$ cat src/rtl/sccb_arbiter_if.sv
// Bundle between the two write requesters, the arbiter and the SCCB engine.
//
// Handshake: a requester raises reqN with addrN/dataN stable and holds it
// until ackN pulses for one cycle. Toward the engine, sccb_start is a one-cycle
// strobe qualified by sccb_ready=1 at grant time; the engine signals
// completion by dropping sccb_ready while busy and raising it when done.
interface sccb_arbiter_if;
    logic       req0;
    logic       req1;
    logic [7:0] addr0;
    logic [7:0] addr1;
    logic [7:0] data0;
    logic [7:0] data1;
    logic       ack0;
    logic       ack1;
    logic       err;
    logic [1:0] gnt;
    logic       busy;
    logic       sccb_start;
    logic [7:0] sccb_addr;
    logic [7:0] sccb_data;
    logic       sccb_ready;
    logic [2:0] dbg_state;

    // Arbiter side.
    modport slave (
        input  req0, req1, addr0, addr1, data0, data1, sccb_ready,
        output ack0, ack1, err, gnt, busy, sccb_start, sccb_addr, sccb_data,
               dbg_state
    );

    // Requester / SCCB engine side.
    modport master (
        output req0, req1, addr0, addr1, data0, data1, sccb_ready,
        input  ack0, ack1, err, gnt, busy, sccb_start, sccb_addr, sccb_data,
               dbg_state
    );
endinterface

$ cat src/rtl/sccb_arbiter.sv
// Two-port arbiter in front of a single SCCB write engine.
// Port 0 is the ROM config sequencer, port 1 the runtime register writer.
// One SCCB write per grant, completion ack to the owner, err on an engine
// that never goes busy, and an enforced idle gap between transactions.
// Optional feature: define SCCB_ARB_RR_EN for round-robin tie-break
// (default build uses fixed priority, port 0 wins).
module sccb_arbiter #(
    parameter int BUSY_TIMEOUT = 16,
    parameter int GAP_CYCLES   = 4
) (
    input  logic          clk,
    input  logic          rst_n,
    sccb_arbiter_if.slave bus
);
    localparam int CNT_W = (BUSY_TIMEOUT > 2) ? $clog2(BUSY_TIMEOUT) : 1;
    localparam int GAP_W = (GAP_CYCLES > 1) ? $clog2(GAP_CYCLES) : 1;
    // The registered ack lands one cycle after the decision, so the decision
    // is taken when the counter is about to reach BUSY_TIMEOUT-1.
    localparam logic [CNT_W-1:0] TO_LAST  = CNT_W'(BUSY_TIMEOUT - 2);
    localparam logic [GAP_W-1:0] GAP_LAST = GAP_W'(GAP_CYCLES - 1);

    typedef enum logic [2:0] {
        IDLE      = 3'd0,
        ISSUE     = 3'd1,
        WAIT_BUSY = 3'd2,
        WAIT_DONE = 3'd3,
        GAP       = 3'd4
    } state_t;

    state_t           state, next_state;
    logic [CNT_W-1:0] to_cnt;
    logic [GAP_W-1:0] gap_cnt;
    logic             grant;
    logic             done;
    logic             timeout;
    logic             win;     // winning port index when grant is taken

`ifdef SCCB_ARB_RR_EN
    logic last_port;

    // On a tie the port that was not served last wins.
    always_comb begin
        win = ~bus.req0;
        if (bus.req0 && bus.req1) begin
            win = ~last_port;
        end
    end

    // Pointer starts at 1 so port 0 wins the first tie; moves only on grant.
    always_ff @(posedge clk or negedge rst_n) begin
        if (!rst_n) begin
            last_port <= 1'b1;
        end else if (grant) begin
            last_port <= win;
        end
    end
`else
    // Fixed priority: port 0 whenever it requests.
    always_comb begin
        win = ~bus.req0;
    end
`endif

    // State register.
    always_ff @(posedge clk or negedge rst_n) begin
        if (!rst_n) begin
            state <= IDLE;
        end else begin
            state <= next_state;
        end
    end

    // Next-state decode and per-cycle events.
    always_comb begin
        next_state = state;
        grant      = 1'b0;
        done       = 1'b0;
        timeout    = 1'b0;
        case (state)
            IDLE: begin
                if (bus.sccb_ready && (bus.req0 || bus.req1)) begin
                    grant      = 1'b1;
                    next_state = ISSUE;
                end
            end
            ISSUE: begin
                next_state = WAIT_BUSY;
            end
            WAIT_BUSY: begin
                if (!bus.sccb_ready) begin
                    next_state = WAIT_DONE;
                end else if (to_cnt == TO_LAST) begin
                    timeout    = 1'b1;
                    next_state = GAP;
                end
            end
            WAIT_DONE: begin
                if (bus.sccb_ready) begin
                    done       = 1'b1;
                    next_state = GAP;
                end
            end
            GAP: begin
                if (gap_cnt == GAP_LAST) begin
                    next_state = IDLE;
                end
            end
            default: begin
                next_state = IDLE;
            end
        endcase
    end

    // Busy-timeout counter: cleared in ISSUE, saturating count while waiting.
    always_ff @(posedge clk or negedge rst_n) begin
        if (!rst_n) begin
            to_cnt <= '0;
        end else if (state == ISSUE) begin
            to_cnt <= '0;
        end else if (state == WAIT_BUSY && bus.sccb_ready && to_cnt != '1) begin
            to_cnt <= to_cnt + 1'b1;
        end
    end

    // Gap counter runs only while in GAP and is zero everywhere else.
    always_ff @(posedge clk or negedge rst_n) begin
        if (!rst_n) begin
            gap_cnt <= '0;
        end else if (state == GAP) begin
            gap_cnt <= gap_cnt + 1'b1;
        end else begin
            gap_cnt <= '0;
        end
    end

    // Grant, latched write payload and registered completion pulses.
    always_ff @(posedge clk or negedge rst_n) begin
        if (!rst_n) begin
            bus.gnt       <= 2'b00;
            bus.sccb_addr <= 8'h00;
            bus.sccb_data <= 8'h00;
            bus.ack0      <= 1'b0;
            bus.ack1      <= 1'b0;
            bus.err       <= 1'b0;
        end else begin
            bus.ack0 <= (done || timeout) && bus.gnt[0];
            bus.ack1 <= (done || timeout) && bus.gnt[1];
            bus.err  <= timeout;
            if (grant) begin
                bus.gnt       <= win ? 2'b10 : 2'b01;
                bus.sccb_addr <= win ? bus.addr1 : bus.addr0;
                bus.sccb_data <= win ? bus.data1 : bus.data0;
            end else if (done || timeout) begin
                bus.gnt <= 2'b00;
            end
        end
    end

    assign bus.sccb_start = (state == ISSUE);
    assign bus.busy       = (state != IDLE);
    assign bus.dbg_state  = state;
endmodule
$ cat src/flat_wrapper.sv
// flat-port wrapper written by rule: the top's interface ports become plain ports
module sccb_arbiter_flat 
#(
    parameter int BUSY_TIMEOUT = 16,
    parameter int GAP_CYCLES   = 4
)
  (clk, rst_n, bus_req0, bus_req1, bus_addr0, bus_addr1, bus_data0, bus_data1, bus_sccb_ready, bus_ack0, bus_ack1, bus_err, bus_gnt, bus_busy, bus_sccb_start, bus_sccb_addr, bus_sccb_data, bus_dbg_state);
  sccb_arbiter_if bus_i ();
  input  logic clk;
  input  logic rst_n;
  input wire logic [$bits(bus_i.req0)-1:0] bus_req0;
  input wire logic [$bits(bus_i.req1)-1:0] bus_req1;
  input wire logic [$bits(bus_i.addr0)-1:0] bus_addr0;
  input wire logic [$bits(bus_i.addr1)-1:0] bus_addr1;
  input wire logic [$bits(bus_i.data0)-1:0] bus_data0;
  input wire logic [$bits(bus_i.data1)-1:0] bus_data1;
  input wire logic [$bits(bus_i.sccb_ready)-1:0] bus_sccb_ready;
  output wire logic [$bits(bus_i.ack0)-1:0] bus_ack0;
  output wire logic [$bits(bus_i.ack1)-1:0] bus_ack1;
  output wire logic [$bits(bus_i.err)-1:0] bus_err;
  output wire logic [$bits(bus_i.gnt)-1:0] bus_gnt;
  output wire logic [$bits(bus_i.busy)-1:0] bus_busy;
  output wire logic [$bits(bus_i.sccb_start)-1:0] bus_sccb_start;
  output wire logic [$bits(bus_i.sccb_addr)-1:0] bus_sccb_addr;
  output wire logic [$bits(bus_i.sccb_data)-1:0] bus_sccb_data;
  output wire logic [$bits(bus_i.dbg_state)-1:0] bus_dbg_state;
  assign bus_i.req0 = bus_req0;
  assign bus_i.req1 = bus_req1;
  assign bus_i.addr0 = bus_addr0;
  assign bus_i.addr1 = bus_addr1;
  assign bus_i.data0 = bus_data0;
  assign bus_i.data1 = bus_data1;
  assign bus_i.sccb_ready = bus_sccb_ready;
  assign bus_ack0 = bus_i.ack0;
  assign bus_ack1 = bus_i.ack1;
  assign bus_err = bus_i.err;
  assign bus_gnt = bus_i.gnt;
  assign bus_busy = bus_i.busy;
  assign bus_sccb_start = bus_i.sccb_start;
  assign bus_sccb_addr = bus_i.sccb_addr;
  assign bus_sccb_data = bus_i.sccb_data;
  assign bus_dbg_state = bus_i.dbg_state;
  sccb_arbiter #(.BUSY_TIMEOUT(BUSY_TIMEOUT), .GAP_CYCLES(GAP_CYCLES)) u_core (.clk(clk), .rst_n(rst_n), .bus(bus_i));
endmodule
$ cat config.mk
export PLATFORM = sky130hd
export DESIGN_NAME = sccb_arbiter_flat
export DESIGN_NICKNAME = d
export VERILOG_FILES = /design/src/rtl/sccb_arbiter_if.sv /design/src/rtl/sccb_arbiter.sv /design/src/flat_wrapper.sv
export SDC_FILE = /design/constraint.sdc
export NUM_CORES = 1
export LEC_CHECK = 0
export BUFFER_PORTS_ARGS = -buffer_cell sky130_fd_sc_hd__buf_2
export CAP_MARGIN = 20
export CELL_PAD_IN_SITES_DETAIL_PLACEMENT = 1
export CELL_PAD_IN_SITES_GLOBAL_PLACEMENT = 2
export CORE_ASPECT_RATIO = 1.1
export CORE_UTILIZATION = 25
export DETAILED_ROUTE_END_ITERATION = 12
export PLACE_DENSITY = 0.79
export RECOVER_POWER = 50
export SETUP_SLACK_MARGIN = 0.1
export SLEW_MARGIN = 25
export SYNTH_ARGS = -nofsm -noshare
export SYNTH_HDL_FRONTEND = slang
export SYNTH_SLANG_ARGS = --single-unit
export TNS_END_PERCENT = 1
$ cat constraint.sdc
create_clock -name clk -period 1.35 [get_ports clk]
set_input_delay 0.0675 -clock clk [delete_from_list [all_inputs] [get_ports clk]]
set_output_delay 0.0675 -clock clk [all_outputs]
set_load 0.005 [all_outputs]
==> reports/results.tsv <==
stage	metric	value	unit
worst_hold_path	critical hold path startpoint	bus_addr0[2]	
power_and_ir_drop	logic gate share of total power	48.6	%
logic_synthesis	sequential share of the synthesized area	50.8	%
global_route	gr usage total	15.0	%
setup_path	startpoint types	flop	
sta	RSZ-0062 raised after global routing	true	
routing	DRT antenna net count	0	
power_and_ir_drop	pwr/cell area	1970	nW/um2
cts	CTS Buf Count	5	
worst_hold_path	Hold Path Sink	u_core.bus.sccb_addr[2]$_DFFE_PN0P_	
setup_path	critical path required time	1.28	ns
logic_synthesis	top_reg_cell synth	dfrtp_1	
final_layout	Layout area overhead	49.6	%
sta	Clock Skew	0.00887	ns
global_route	largest net degree at the start of global routing	31	
sta	Sum Neg Setup Slack	-0.155	ns
placed_design	placed insts	284	
logic_synthesis	adder-cell share of the synthesized area	2.54	%
placed_design	post-place setup slack	-0.0573	ns
logic_synthesis	largest cells by area after synthesis	dfrtp_1 (51%), mux2i_1 (12%), a31oi_1 (7.6%), a21oi_1 (5.8%), ha_1 (2.5%)	
placed_design	port bufs	62	
final_layout	Fillers	692	
worst_hold_path	Cells on Worst Hold Path	3	
setup_path	Setup CP Type	flop to output pin	
outcome	failing checks	setup timing	
routing	Initial DRC Count	51	
final_layout	# diodes	0	
power_and_ir_drop	Sequential Power Share	36.0	%
logic_synthesis	Yosys top cell by area	dfrtp_1	
logic_synthesis	most frequent cell after synthesis	dfrtp_1	
setup_path	crit-path max cell delay	0.43	ns
power_and_ir_drop	leakage	1.06	nW
final_layout	fin util	38.6	%
power_and_ir_drop	Sw Ratio	37.9	%
logic_synthesis	asr flop ratio synth	100	%
sta	period utilization	105	%
die	Rows	29	
die	io pins	63	
setup_path	Worst R2R Path Depth	3	
sta	Worst-Margin Slew	0.802	ns
logic_synthesis	synth warn	0	
logic_synthesis	synth unique cells	31	
sta	post-route minimum period	1.41	ns
power_and_ir_drop	NetSw	1.65	mW
cts	CTS Buffer Depth	2	
routing	routed len/inst	15.1	um
global_route	grt ovf	0	
logic_synthesis	top cell type's share of synthesized area	50.8	%
worst_hold_path	worst min-delay path class	input pin to flop	
final_layout	non-filler cells, final	296	
die	die width	75.3	um
setup_path	crit-path most repeated cell	buf_6	
setup_path	worst flop-to-flop path endpoint	u_core.bus.gnt[1]$_DFFE_PN0P_	
routing	# DRC	0	
outcome	outcome	complete, but fails checks	
placed_design	DPL Wire Length	3090	um
global_route	antenna violations before repair	0	
sta	Max Freq	708	MHz
sta	Worst slew margin	46.5	%
routing	drt pass-1 iters	4	
logic_synthesis	most frequent cells after synthesis	dfrtp_1 (30), a31oi_1 (18), mux2i_1 (18)	
die	Initial Util	25.8	%
cts	CTS tree	done	
cts	Clock Sinks	30	
logic_synthesis	Yosys reg bits	30	
logic_synthesis	number of synthesized flops with an enable pin	0	
cts	Reg clk slew, reported paths	0.07	ns
sta	post-route setup slack	-0.0627	ns
run	max cap viols	0	
logic_synthesis	mux contribution to synthesized area	12.2	%
die	die area	6230	um2
routing	Routed WL	4480	um
final_layout	fin nets	259	
die	height of the die	82.7	um
setup_path	crit path cell chain	buf_6 -> or3_4 -> buf_6	
setup_path	CP Capture Type	output pin	
logic_synthesis	Post-Synth XOR/XNOR Area	0	%
logic_synthesis	average size of a mapped cell	10.6	um2
cts	CTS root buf	clkbuf_8	
routing	via count	1434	
setup_path	crit-path max FO	5	
placed_design	GPL Wtd Cong	0.708	
power_and_ir_drop	Internal	2.71	mW
sta	Final Hold Viols	0	
final_layout	layout cell share with drive strength beyond 1	48.9	%
logic_synthesis	synthesized area	1480	um2
sta	max-slew violations	0	
sta	Final setup violation count	3	
routing	DR vias/cell	4.84	
logic_synthesis	post-synthesis compound-gate area fraction	16.8	%
logic_synthesis	cell count after synthesis	140	
cts	Worst-Skew Late Latency	0.28	ns
logic_synthesis	syn nets	180	
power_and_ir_drop	worst vdd ir	0.667	mV
sta	worst hold slack	0.0819	ns
cts	# H-tree levels	2	
power_and_ir_drop	power share of the clock group	15.4	%
setup_path	R2R Setup Slk	-0.03	ns
global_route	first-pass GRT wire length	6830	um
setup_path	Max stage delay cell, worst path	dfrtp_1	
logic_synthesis	largest family of logic cells by synthesized area	compound AO/OA/AOI/OAI gates	
logic_synthesis	simple-gate share of the synthesized area	13.4	%
global_route	vias in the first global route	1401	
die	Core Region	5730	um2
setup_path	reg2reg start	u_core.bus.dbg_state[1]$_DFFE_PN0P_	
setup_path	arrival time at the worst endpoint	1.35	ns
==> worst max-delay path, delay by kind of cell, from the launching register on <==
| kind | cells | cell delay, ns |
|---|---|---|
| flip-flops | 1 | 0.43 |
| AND/OR/NAND/NOR | 1 | 0.38 |
| buffers and inverters | 2 | 0.26 |
==> timing repair <==
action	4_1_cts	5_1_grt
hold endpoints to repair	30	0
gates resized for setup	14	15
buffers inserted	3	1
endpoints found under the setup margin	27	30
cloned	0	0
hold buffers	1	0
pin swaps	5	2
==> layer usage <==
| metal | part of all wire, % | routed length (um) | track usage, % |
|---|---|---|---|
| met1 | 41 | 1860 | 18.3 |
| met2 | 52 | 2330 | 26.1 |
| met3 | 5.5 | 248 | 3.76 |
| met4 | 1.0 | 46 | 4.07 |
| met5 | 0 | 0 | 0 |
==> flip-flops by register name, indices dropped and copies added, names as in the netlist <==
register / count
u_core.bus.sccb_addr: 8
u_core.bus.sccb_data: 8
u_core.to_cnt: 4
u_core.bus.dbg_state: 3
u_core.bus.gnt: 2
u_core.gap_cnt: 2
u_core.bus.ack0: 1
u_core.bus.ack1: 1
u_core.bus.err: 1
==> through the flow <==
step,power [mW],cell area (um2)
after global routing,4.74,2210
after detailed placement,3.32,1960
after global placement,3.25,1960
after CTS,4.21,2120
final,4.36,2210
after floorplan,2.42,1480
==> worst max path at each step <==
| stage | from | endpoint | slack, ns | cells after the start |
|---|---|---|---|---|
| after floorplan | u_core.bus.dbg_state[0]$_DFFE_PN0P_ | u_core.bus.gnt[1]$_DFFE_PN0P_ | 0.02 | 3 |
| final | u_core.bus.dbg_state[0]$_DFFE_PN0P_ | bus_busy | -0.06 | 3 |
| after global placement | u_core.to_cnt[0]$_DFFE_PN0P_ | u_core.to_cnt[0]$_DFFE_PN0P_ | 0.03 | 4 |
| after global routing | u_core.bus.dbg_state[1]$_DFFE_PN0P_ | bus_sccb_start | -0.10 | 3 |
| after CTS | u_core.bus.dbg_state[0]$_DFFE_PN0P_ | bus_busy | -0.07 | 3 |
| after detailed placement | u_core.to_cnt[0]$_DFFE_PN0P_ | u_core.to_cnt[0]$_DFFE_PN0P_ | -0.06 | 4 |
==> logic make-up (layout without fill, tap and decap cells) <==
logic type                 after synthesis  in the layout
buffers and inverters                   14             93
muxes                                   18             18
DFF                                     30             30
AOI/OAI and AO/OA                       41             41
and+or+nand+nor                         34             34
adders and majority gates                3              3
==> area by class of cell <==
class / count / area (um2) / area share [%]
multi-input cells: 96 / 776 / 35.1
flip-flops and latches: 30 / 752 / 34.0
repair buffers: 81 / 490 / 22.2
well taps: 77 / 96.3 / 4.36
clock buffers: 5 / 68.8 / 3.11
inverters: 5 / 18.8 / 0.848
clock inverters: 2 / 10.0 / 0.452
==> power groups by stage <==
stage          sequential (mW)  combinational [mW]  clock [mW]
2_1_floorplan             1.56               0.858           0
3_3_place_gp              1.53                1.72           0
5_1_grt                   1.63                2.37       0.734
3_5_place_dp              1.54                1.78           0
6_report                  1.57                2.12       0.672
4_1_cts                   1.54                1.97       0.701
==> layout by cell type, fill, tap and decap left out, types with 2 or more instances in the layout <==
cell	count
dfrtp_1	29
a31oi_1	16
mux2i_1	18
o221ai_1	2
nand2_1	6
nand3_1	6
and3_1	3
clkinv_2	2
buf_6	6
buf_4	11
clkbuf_8	5
a21oi_1	16
buf_2	61
nor2_1	4
inv_1	4
(Power assumes the default switching activity.)
